$ cat src/rtl/control_types_pkg.sv
// Shared pipeline-control types used by the forwarding and hazard units.
package control_types_pkg;

  typedef enum logic [1:0] {
    FWD_NONE,
    FWD_EX_MEM,
    FWD_MEM_WB
  } forwarding_src_t;

  typedef enum logic {
    ST_RUN,
    ST_MDU_WAIT
  } hazard_state_t;

endpackage

$ cat src/rtl/load_use_detector.sv
// Flags an ID instruction that needs the result of a load still sitting in EX.
module load_use_detector (
  input  logic [4:0] id_reg1_idx,
  input  logic [4:0] id_reg2_idx,
  input  logic       id_uses_rs1,
  input  logic       id_uses_rs2,
  input  logic [4:0] ex_reg_wr_idx,
  input  logic       ex_reg_wr_en,
  input  logic       ex_mem_rd,
  output logic       load_use
);

  logic rs1_hit;
  logic rs2_hit;

  assign rs1_hit = id_uses_rs1 && (id_reg1_idx == ex_reg_wr_idx);
  assign rs2_hit = id_uses_rs2 && (id_reg2_idx == ex_reg_wr_idx);

  // x0 is never a real dependency, so a load targeting it cannot cause a stall.
  assign load_use = ex_mem_rd && ex_reg_wr_en && (ex_reg_wr_idx != 5'd0) &&
                    (rs1_hit || rs2_hit);

endmodule

$ cat src/rtl/hazard_control_unit.sv
// Stall/flush sequencer for the 5-stage pipeline with MDU watchdog and stall counter.
module hazard_control_unit
  import control_types_pkg::*;
#(
  parameter int MDU_TIMEOUT = 64,
  parameter int STALL_CNT_W = 32
) (
  input  logic                   clk,
  input  logic                   rst,
  input  logic [4:0]             id_reg1_idx,
  input  logic [4:0]             id_reg2_idx,
  input  logic                   id_uses_rs1,
  input  logic                   id_uses_rs2,
  input  logic [4:0]             ex_reg_wr_idx,
  input  logic                   ex_reg_wr_en,
  input  logic                   ex_mem_rd,
  input  logic                   ex_mdu_start,
  input  logic                   mdu_done,
  input  logic                   ex_redirect,
  input  logic                   mem_req,
  input  logic                   mem_ready,
  output logic                   pc_stall,
  output logic                   if_id_stall,
  output logic                   if_id_flush,
  output logic                   id_ex_stall,
  output logic                   id_ex_flush,
  output logic                   ex_mem_stall,
  output logic                   ex_mem_flush,
  output logic                   mem_wb_flush,
  output logic [STALL_CNT_W-1:0] stall_cycles,
  output logic                   mdu_timeout
);

  localparam int WD_W = $clog2(MDU_TIMEOUT + 1);
  localparam logic [WD_W-1:0] WD_MAX = WD_W'(MDU_TIMEOUT);

  hazard_state_t   state;
  logic [WD_W-1:0] wd_cnt;
  logic            mem_wait;
  logic            mdu_busy;
  logic            load_use;

  assign mem_wait = mem_req && !mem_ready;
  assign mdu_busy = ex_mdu_start && !mdu_done;

  load_use_detector u_load_use_detector (
    .id_reg1_idx   (id_reg1_idx),
    .id_reg2_idx   (id_reg2_idx),
    .id_uses_rs1   (id_uses_rs1),
    .id_uses_rs2   (id_uses_rs2),
    .ex_reg_wr_idx (ex_reg_wr_idx),
    .ex_reg_wr_en  (ex_reg_wr_en),
    .ex_mem_rd     (ex_mem_rd),
    .load_use      (load_use)
  );

  // A redirect beats load_use because the dependent ID instruction is wrong-path anyway.
  always_comb begin
    pc_stall     = 1'b0;
    if_id_stall  = 1'b0;
    if_id_flush  = 1'b0;
    id_ex_stall  = 1'b0;
    id_ex_flush  = 1'b0;
    ex_mem_stall = 1'b0;
    ex_mem_flush = 1'b0;
    mem_wb_flush = 1'b0;
    if (rst) begin
      if_id_flush  = 1'b1;
      id_ex_flush  = 1'b1;
      ex_mem_flush = 1'b1;
      mem_wb_flush = 1'b1;
    end else if (mem_wait) begin
      pc_stall     = 1'b1;
      if_id_stall  = 1'b1;
      id_ex_stall  = 1'b1;
      ex_mem_stall = 1'b1;
      mem_wb_flush = 1'b1;
    end else if (mdu_busy) begin
      pc_stall     = 1'b1;
      if_id_stall  = 1'b1;
      id_ex_stall  = 1'b1;
      ex_mem_flush = 1'b1;
    end else if (ex_redirect) begin
      if_id_flush  = 1'b1;
      id_ex_flush  = 1'b1;
    end else if (load_use) begin
      pc_stall     = 1'b1;
      if_id_stall  = 1'b1;
      id_ex_flush  = 1'b1;
    end
  end

  // The watchdog only runs while parked in ST_MDU_WAIT; the timeout flag is sticky.
  always_ff @(posedge clk or posedge rst) begin
    if (rst) begin
      state       <= ST_RUN;
      wd_cnt      <= '0;
      mdu_timeout <= 1'b0;
    end else begin
      case (state)
        ST_RUN: begin
          wd_cnt <= '0;
          if (mdu_busy && !mem_wait) state <= ST_MDU_WAIT;
        end
        ST_MDU_WAIT: begin
          if (wd_cnt != WD_MAX) wd_cnt <= wd_cnt + 1'b1;
          if (wd_cnt >= WD_MAX - 1'b1) mdu_timeout <= 1'b1;
          if (mdu_done && !mem_wait) begin
            state  <= ST_RUN;
            wd_cnt <= '0;
          end
        end
        default: state <= ST_RUN;
      endcase
    end
  end

  always_ff @(posedge clk or posedge rst) begin
    if (rst) begin
      stall_cycles <= '0;
    end else if (pc_stall && (stall_cycles != '1)) begin
      stall_cycles <= stall_cycles + 1'b1;
    end
  end

  a_mem_req_stable: assert property (@(posedge clk) disable iff (rst)
    mem_wait |=> mem_req);

  a_mdu_start_held: assert property (@(posedge clk) disable iff (rst)
    (state == ST_MDU_WAIT) |-> ex_mdu_start);

  a_no_stall_flush: assert property (@(posedge clk) disable iff (rst)
    !((if_id_stall && if_id_flush) || (id_ex_stall && id_ex_flush) ||
      (ex_mem_stall && ex_mem_flush)));

endmodule

$ cat config.mk
export PLATFORM = sky130hd
export DESIGN_NAME = hazard_control_unit
export DESIGN_NICKNAME = d
export VERILOG_FILES = /design/src/rtl/control_types_pkg.sv /design/src/rtl/load_use_detector.sv /design/src/rtl/hazard_control_unit.sv
export SDC_FILE = /design/constraint.sdc
export NUM_CORES = 1
export LEC_CHECK = 0
export BUFFER_PORTS_ARGS = -buffer_cell sky130_fd_sc_hd__buf_2
export CORE_MARGIN = 1
export CORE_UTILIZATION = 52
export CTS_CLUSTER_SIZE = 8
export DETAILED_ROUTE_END_ITERATION = 8
export GPL_TIMING_DRIVEN = 1
export PLACE_DENSITY = 0.87
export SLEW_MARGIN = 10
export SYNTH_ARGS = -nofsm -noshare
export SYNTH_HDL_FRONTEND = slang
export SYNTH_SLANG_ARGS = --single-unit
$ cat constraint.sdc
create_clock -name clk -period 2.2 [get_ports clk]
set_input_delay 0.22 -clock clk [delete_from_list [all_inputs] [get_ports clk]]
set_output_delay 0.22 -clock clk [all_outputs]
set_load 0.02 [all_outputs]
== After elaboration in Yosys (flattened, before gate mapping) ==
Index checks and enable logic that the tools add are counted.

* Register bits after elaboration: 41
* Bits in latches: 0
* Memory bits (writable): 0
* Bits in read-only memories: 0
* Input port bits: 26
* Output and inout port bits: 41
* Word-level logic and storage cells: 56
* Memories kept: 0

* Add/subtract/negate cells: 2
* Multiply operators: 0
* Divide/modulo/power cells: 0
* Order comparisons: 1
* Equal/unequal tests: 5
* Shift-type cells: 0
* Multiplexer cells: 27
* Bitwise logic cells: 1
* Reductions and logical operators: 16

{| class="wikitable"
|+ Operators by type and width
! cell !! count
|-
| 32-bit by 1-bit adder with 32-bit output, second input constant || 1
|-
| 32-bit inequality test, second input constant || 1
|-
| 1-bit 2-to-1 mux || 23
|-
| 7-bit 2-to-1 mux || 2
|-
| 7-bit case mux with 2 select lines || 1
|-
| 5-bit == test || 2
|-
| 1-bit logical AND || 10
|-
| 7-bit by 1-bit adder with 7-bit output, second input constant || 1
|-
| 7-bit by 6-bit greater-or-equal comparator with 1-bit output, second input constant || 1
|-
| 7-bit inequality test, second input constant || 1
|-
| 5-bit nonzero test || 1
|-
| 1-bit logical NOT || 3
|-
| 3-bit by 1-bit inequality test with 1-bit output, second input constant || 1
|-
| 1-bit case mux with 2 select lines || 1
|-
| 2-bit AND reduction || 1
|-
| 1-bit logical OR || 1
|-
| 1-bit NOT || 1
|}

== Logic depth before layout (Yosys ltp) ==
* Depth in word-level cells: 10
* Mapped depth: 7
* Gate-level depth less buffers: 6

== By module ==
A second synthesis with hierarchy kept.

* Cell total of the unflattened synthesis: 228
* Area total of the unflattened synthesis: 2219.6 µm²

{| class="wikitable"
|+ By module, submodules not included
! module !! times used !! cells an instance !! area an instance (µm²) !! seq. area each (µm²)
|-
| hazard_control_unit || 1 || 211 || 2084.5 || 1026.0
|-
| load_use_detector || 1 || 17 || 135.1 || 0.0
|}

== Worst setup path after synthesis ==
OpenSTA, ideal clock, no wires.

* Kind: register to register
* From: reg stall_cycles[0]
* To: reg stall_cycles[22]
* Library setup time: 0.133 ns
* Data arrival time: 1.837 ns
* Required time: 2.067 ns
* Path slack: 0.230 ns
* Stages on the path, launching flop included: 8
* Path buffers: 2
* Clock period less this slack: 1.970 ns
* Cell sequence: dfrtp_1 > ha_1 > and4_1 > buf_2 > a32oi_4 > buf_2 > nand4_1 > xnor2_1

* Longest elaborated chain between the ends: 2
* Elaborated cells on any way between the ends: 3
* Those cells by class: add/sub: 1; eq/ne: 1; reduce/logical: 1

{| class="wikitable"
|+ RTL lines
! element !! line !! text
|-
| from (decl) || hazard_control_unit.sv:30 || <nowiki>output logic [STALL_CNT_W-1:0] stall_cycles,</nowiki>
|-
| from (signal assigned) || hazard_control_unit.sv:122 || <nowiki>stall_cycles <= stall_cycles + 1'b1;</nowiki>
|-
| parallel branches: the longest is 2 deep, another holds 32-bit by 1-bit adder with 32-bit output || n/a ||
|}

Several ways; the timed one is not identified.
A chain may end at the register's enable or synchronous reset.

== Final worst setup path ==
* From: reg stall_cycles[3]
* To: reg stall_cycles[10]

Same word-level chain as after synthesis.

==> flow_metrics.env <==
export IMPL_highest_count_cells_in_the_layout_ignoring_fill_and_taps="sky130_fd_sc_hd__buf_2, sky130_fd_sc_hd__xnor2_1, sky130_fd_sc_hd__dfrtp_1"
export IMPL_worst_slew_pin_slew_ps=752
export IMPL_clkTransAtPathRegs_ps=80
export IMPL_clock_sink_count=41
export IMPL_switching_component_of_the_power_mw=0.502
export IMPL_cts_buffers=5
export IMPL_post_syn_nets=275
export IMPL_detailedPlacementHpwl_um=3780
export IMPL_clock_latency_on_the_worst_skew_pair_ps=290
export IMPL_initial_utilization=0.542
export IMPL_critical_path_endpoint_type="flop"
export IMPL_report_final_hold_viol_count=0
export IMPL_timing_critical_path_from_type="flop"
export IMPL_globalRouteTotalUtil=0.227
export IMPL_clockBufferDepth=2
export IMPL_ys_seq_elements=41
export IMPL_ys_dominant_reg_cell="sky130_fd_sc_hd__dfrtp_1"
export IMPL_number_of_global_route_vias_before_repair=1997
export IMPL_finalWeightedCongestion=0.888
export IMPL_slew_headroom=0.499
export IMPL_min_period_ps=2080
export IMPL_post_route_cells_drive_above_1_share=0.292
export IMPL_power_mw=1.70
export IMPL_crit_slowest_cell="sky130_fd_sc_hd__a32oi_4"
export IMPL_critical_path_class="reg2reg"
export IMPL_max_clock_freq_mhz=481
export IMPL_cts_htree_levels=2
export IMPL_whs_ps=118
export IMPL_finalCoreUtilization=0.658
export IMPL_max_cap_violations=0
export IMPL_n_fill_cell=333
export IMPL_core_area_mm2=0.00435
export IMPL_drt_initial_drc_count=162
export IMPL_synth_edff_count=0
export IMPL_io_pins=67
export IMPL_synth_sequential_area_ratio=0.435
export IMPL_combinationalPowerShare=0.180
export IMPL_final_period_utilization=0.945
export IMPL_final_max_slew_violation_count=0
export IMPL_layout_cells_non_filler=370
export IMPL_static_leakage_power_nw=1.27
export IMPL_clock_power_share=0.321
export IMPL_tritoncts="done"
export IMPL_avgRoutedWirePerCell_um=14.0
export IMPL_buf_inv_on_cp=0
export IMPL_numPlacedInstances=362
export IMPL_grt_remaining_overflow=0
export IMPL_setup_violations_final=0
export IMPL_num_vias=2112
export IMPL_share_of_async_settable_or_async_resettable_flops_after_synthesis=1.00
export IMPL_synthesis_area_mm2=0.00236
export IMPL_peakVddDrop_mv=0.344
export IMPL_floorplan_die_height_um=69.4
export IMPL_global_route_wire_length_before_repair_um=8910
export IMPL_placement_io_buffers=66
export IMPL_largest_net_degree_at_the_start_of_global_routing=42
export IMPL_postSynthCellCount=246
export IMPL_wp_data_required_ps=2380
export IMPL_die_area_mm2=0.00481
export IMPL_cpLargestDelayFamily="simple AND/OR/NAND/NOR gates"
export IMPL_place_area_mm2=0.00276
export IMPL_cp_data_arrival_time_ps=2260
export IMPL_power_density_mw_per_mm2=594
export IMPL_seqPwrFrac=0.499
export IMPL_synth_avg_cell_area_um2=9.59
export IMPL_finish_net_count=346
export IMPL_setup_ws_ps=120
export IMPL_fin_worst_skew_ps=2.53
export IMPL_drt_drc_violations_left=0
export IMPL_detail_route_antenna_nets=0
export IMPL_worst_path_max_fanout=25
export IMPL_dp_slack_ps=130
export IMPL_cts_root_buf="sky130_fd_sc_hd__clkbuf_8"
export IMPL_run_status="complete, no violations"
export IMPL_synth_lib_cells_used_distinct=36
export IMPL_antenna_violations_before_repair=0
export IMPL_min_delay_path_class="in2async"
export IMPL_postLayoutCellArea_mm2=0.00287
export IMPL_ys_warnings_count=0
export IMPL_route_detailed_vias_per_inst=5.71
export IMPL_finalWirelength_um=5170
export IMPL_cell_by_cell_trace_of_the_critical_path="and4_4, and4_1, a32oi_4, nand3_1, xnor2_1"
export IMPL_die_w_um=69.4
export IMPL_unrepaired_setup_endpoints_after_global_routing="no"
export IMPL_critPathMaxStageDelay_ps=670
export IMPL_fin_tns_setup_ps=0
export IMPL_most_common_cell_after_layout_fill_and_taps_aside="sky130_fd_sc_hd__buf_2"
export IMPL_rows=24
export IMPL_power_internal_mw=1.20
export IMPL_synthesis_to_layout_area_growth_pct=21.4
export IMPL_dr_pass1_iters=4
export IMPL_diodes=0
export IMPL_p_sw_frac=0.295
## repair_timing
action                     4_1_cts  5_1_grt
hold endpoints to repair         0        0
setup endpoints to repair        0       10
hold buffers                     0        0
resized for setup                0        2
buffers inserted                 0        0
## power by group through the flow
| stage | Clock [mW] | Sequential [mW] | Combinational (mW) |
|---|---|---|---|
| 2_1_floorplan | 0 | 0.893 | 0.156 |
| 3_3_place_gp | 0 | 0.857 | 0.301 |
| 3_5_place_dp | 0 | 0.859 | 0.303 |
| 4_1_cts | 0.555 | 0.844 | 0.305 |
| 5_1_grt | 0.586 | 0.858 | 0.336 |
| 6_report | 0.547 | 0.848 | 0.307 |
## state kept, by name (all words and copies together) (netlist names)
name and cells:
stall_cycles 32, state 1, wd_cnt 7, mdu_timeout 1
## routing by layer
layer | part of all wire | wire [µm] | GRT usage | up-vias
met5 | 0 | 0 | 0 | -
met4 | 0.018 | 91 | 0.0862 | 0
met3 | 0.063 | 324 | 0.0523 | 11
met2 | 0.48 | 2460 | 0.365 | 84
met1 | 0.44 | 2300 | 0.300 | 994
li1 | - | - | - | 1023
## final timing paths
path | from | cells after the start | to | slack, ps
setup / recovery | stall_cycles[3] | 5 | stall_cycles[10] | 120
hold / removal | rst | 3 | stall_cycles[8] | 120
setup reg to reg | stall_cycles[3] | 5 | stall_cycles[10] | 120
hold reg to reg | mdu_timeout | 1 | mdu_timeout | 460
max in group asynchronous | rst | 3 | stall_cycles[0] | 1720
min in group clk | mdu_done | 2 | state | 120
## layout make-up
type                       instances  area (µm²)  share of cell area
multi-input combinational        192        1280               0.446
sequential                        41        1030               0.359
timing repair buffer              72         375               0.131
clock buffer                       7        96.3              0.0336
tap                               52        65.1              0.0227
inverter                           5        18.8             0.00655
clock inverter                     1        5.00             0.00175
## kinds of logic after synthesis
| logic type | count (synthesis) | synth area share |
|---|---|---|
| AO/OA/AOI/OAI | 13 | 0.0445 |
| XOR/XNOR | 46 | 0.171 |
| adder cells (fa/ha/maj) | 3 | 0.0159 |
| buffers and inverters | 13 | 0.0276 |
| flip-flops | 41 | 0.435 |
| multiplexers | 2 | 0.00954 |
| AND/OR/NAND/NOR | 128 | 0.297 |
## synth_stat cells (3+ instances only)
master | count | area (µm²)
sky130_fd_sc_hd__a21oi_1 | 5 | 25.0
sky130_fd_sc_hd__and2_1 | 3 | 18.8
sky130_fd_sc_hd__and3_1 | 6 | 37.5
sky130_fd_sc_hd__buf_2 | 4 | 20.0
sky130_fd_sc_hd__dfrtp_1 | 41 | 1030
sky130_fd_sc_hd__ha_1 | 3 | 37.5
sky130_fd_sc_hd__inv_1 | 5 | 18.8
sky130_fd_sc_hd__nand2_1 | 23 | 86.3
sky130_fd_sc_hd__nand2b_1 | 4 | 25.0
sky130_fd_sc_hd__nand3_1 | 22 | 110
sky130_fd_sc_hd__nand4_1 | 26 | 163
sky130_fd_sc_hd__nor2_1 | 21 | 78.8
sky130_fd_sc_hd__nor3_1 | 5 | 25.0
sky130_fd_sc_hd__nor4_1 | 5 | 31.3
sky130_fd_sc_hd__nor4_2 | 3 | 37.5
sky130_fd_sc_hd__xnor2_1 | 44 | 385
## worst reg2reg max path, cell delays in order (launching register included)
cell	delay, ps
sky130_fd_sc_hd__dfrtp_1	430
sky130_fd_sc_hd__and4_4	220
sky130_fd_sc_hd__and4_1	240
sky130_fd_sc_hd__a32oi_4	670
sky130_fd_sc_hd__nand3_1	230
sky130_fd_sc_hd__xnor2_1	170
No activity file was read; power rests on OpenSTA's default activity.
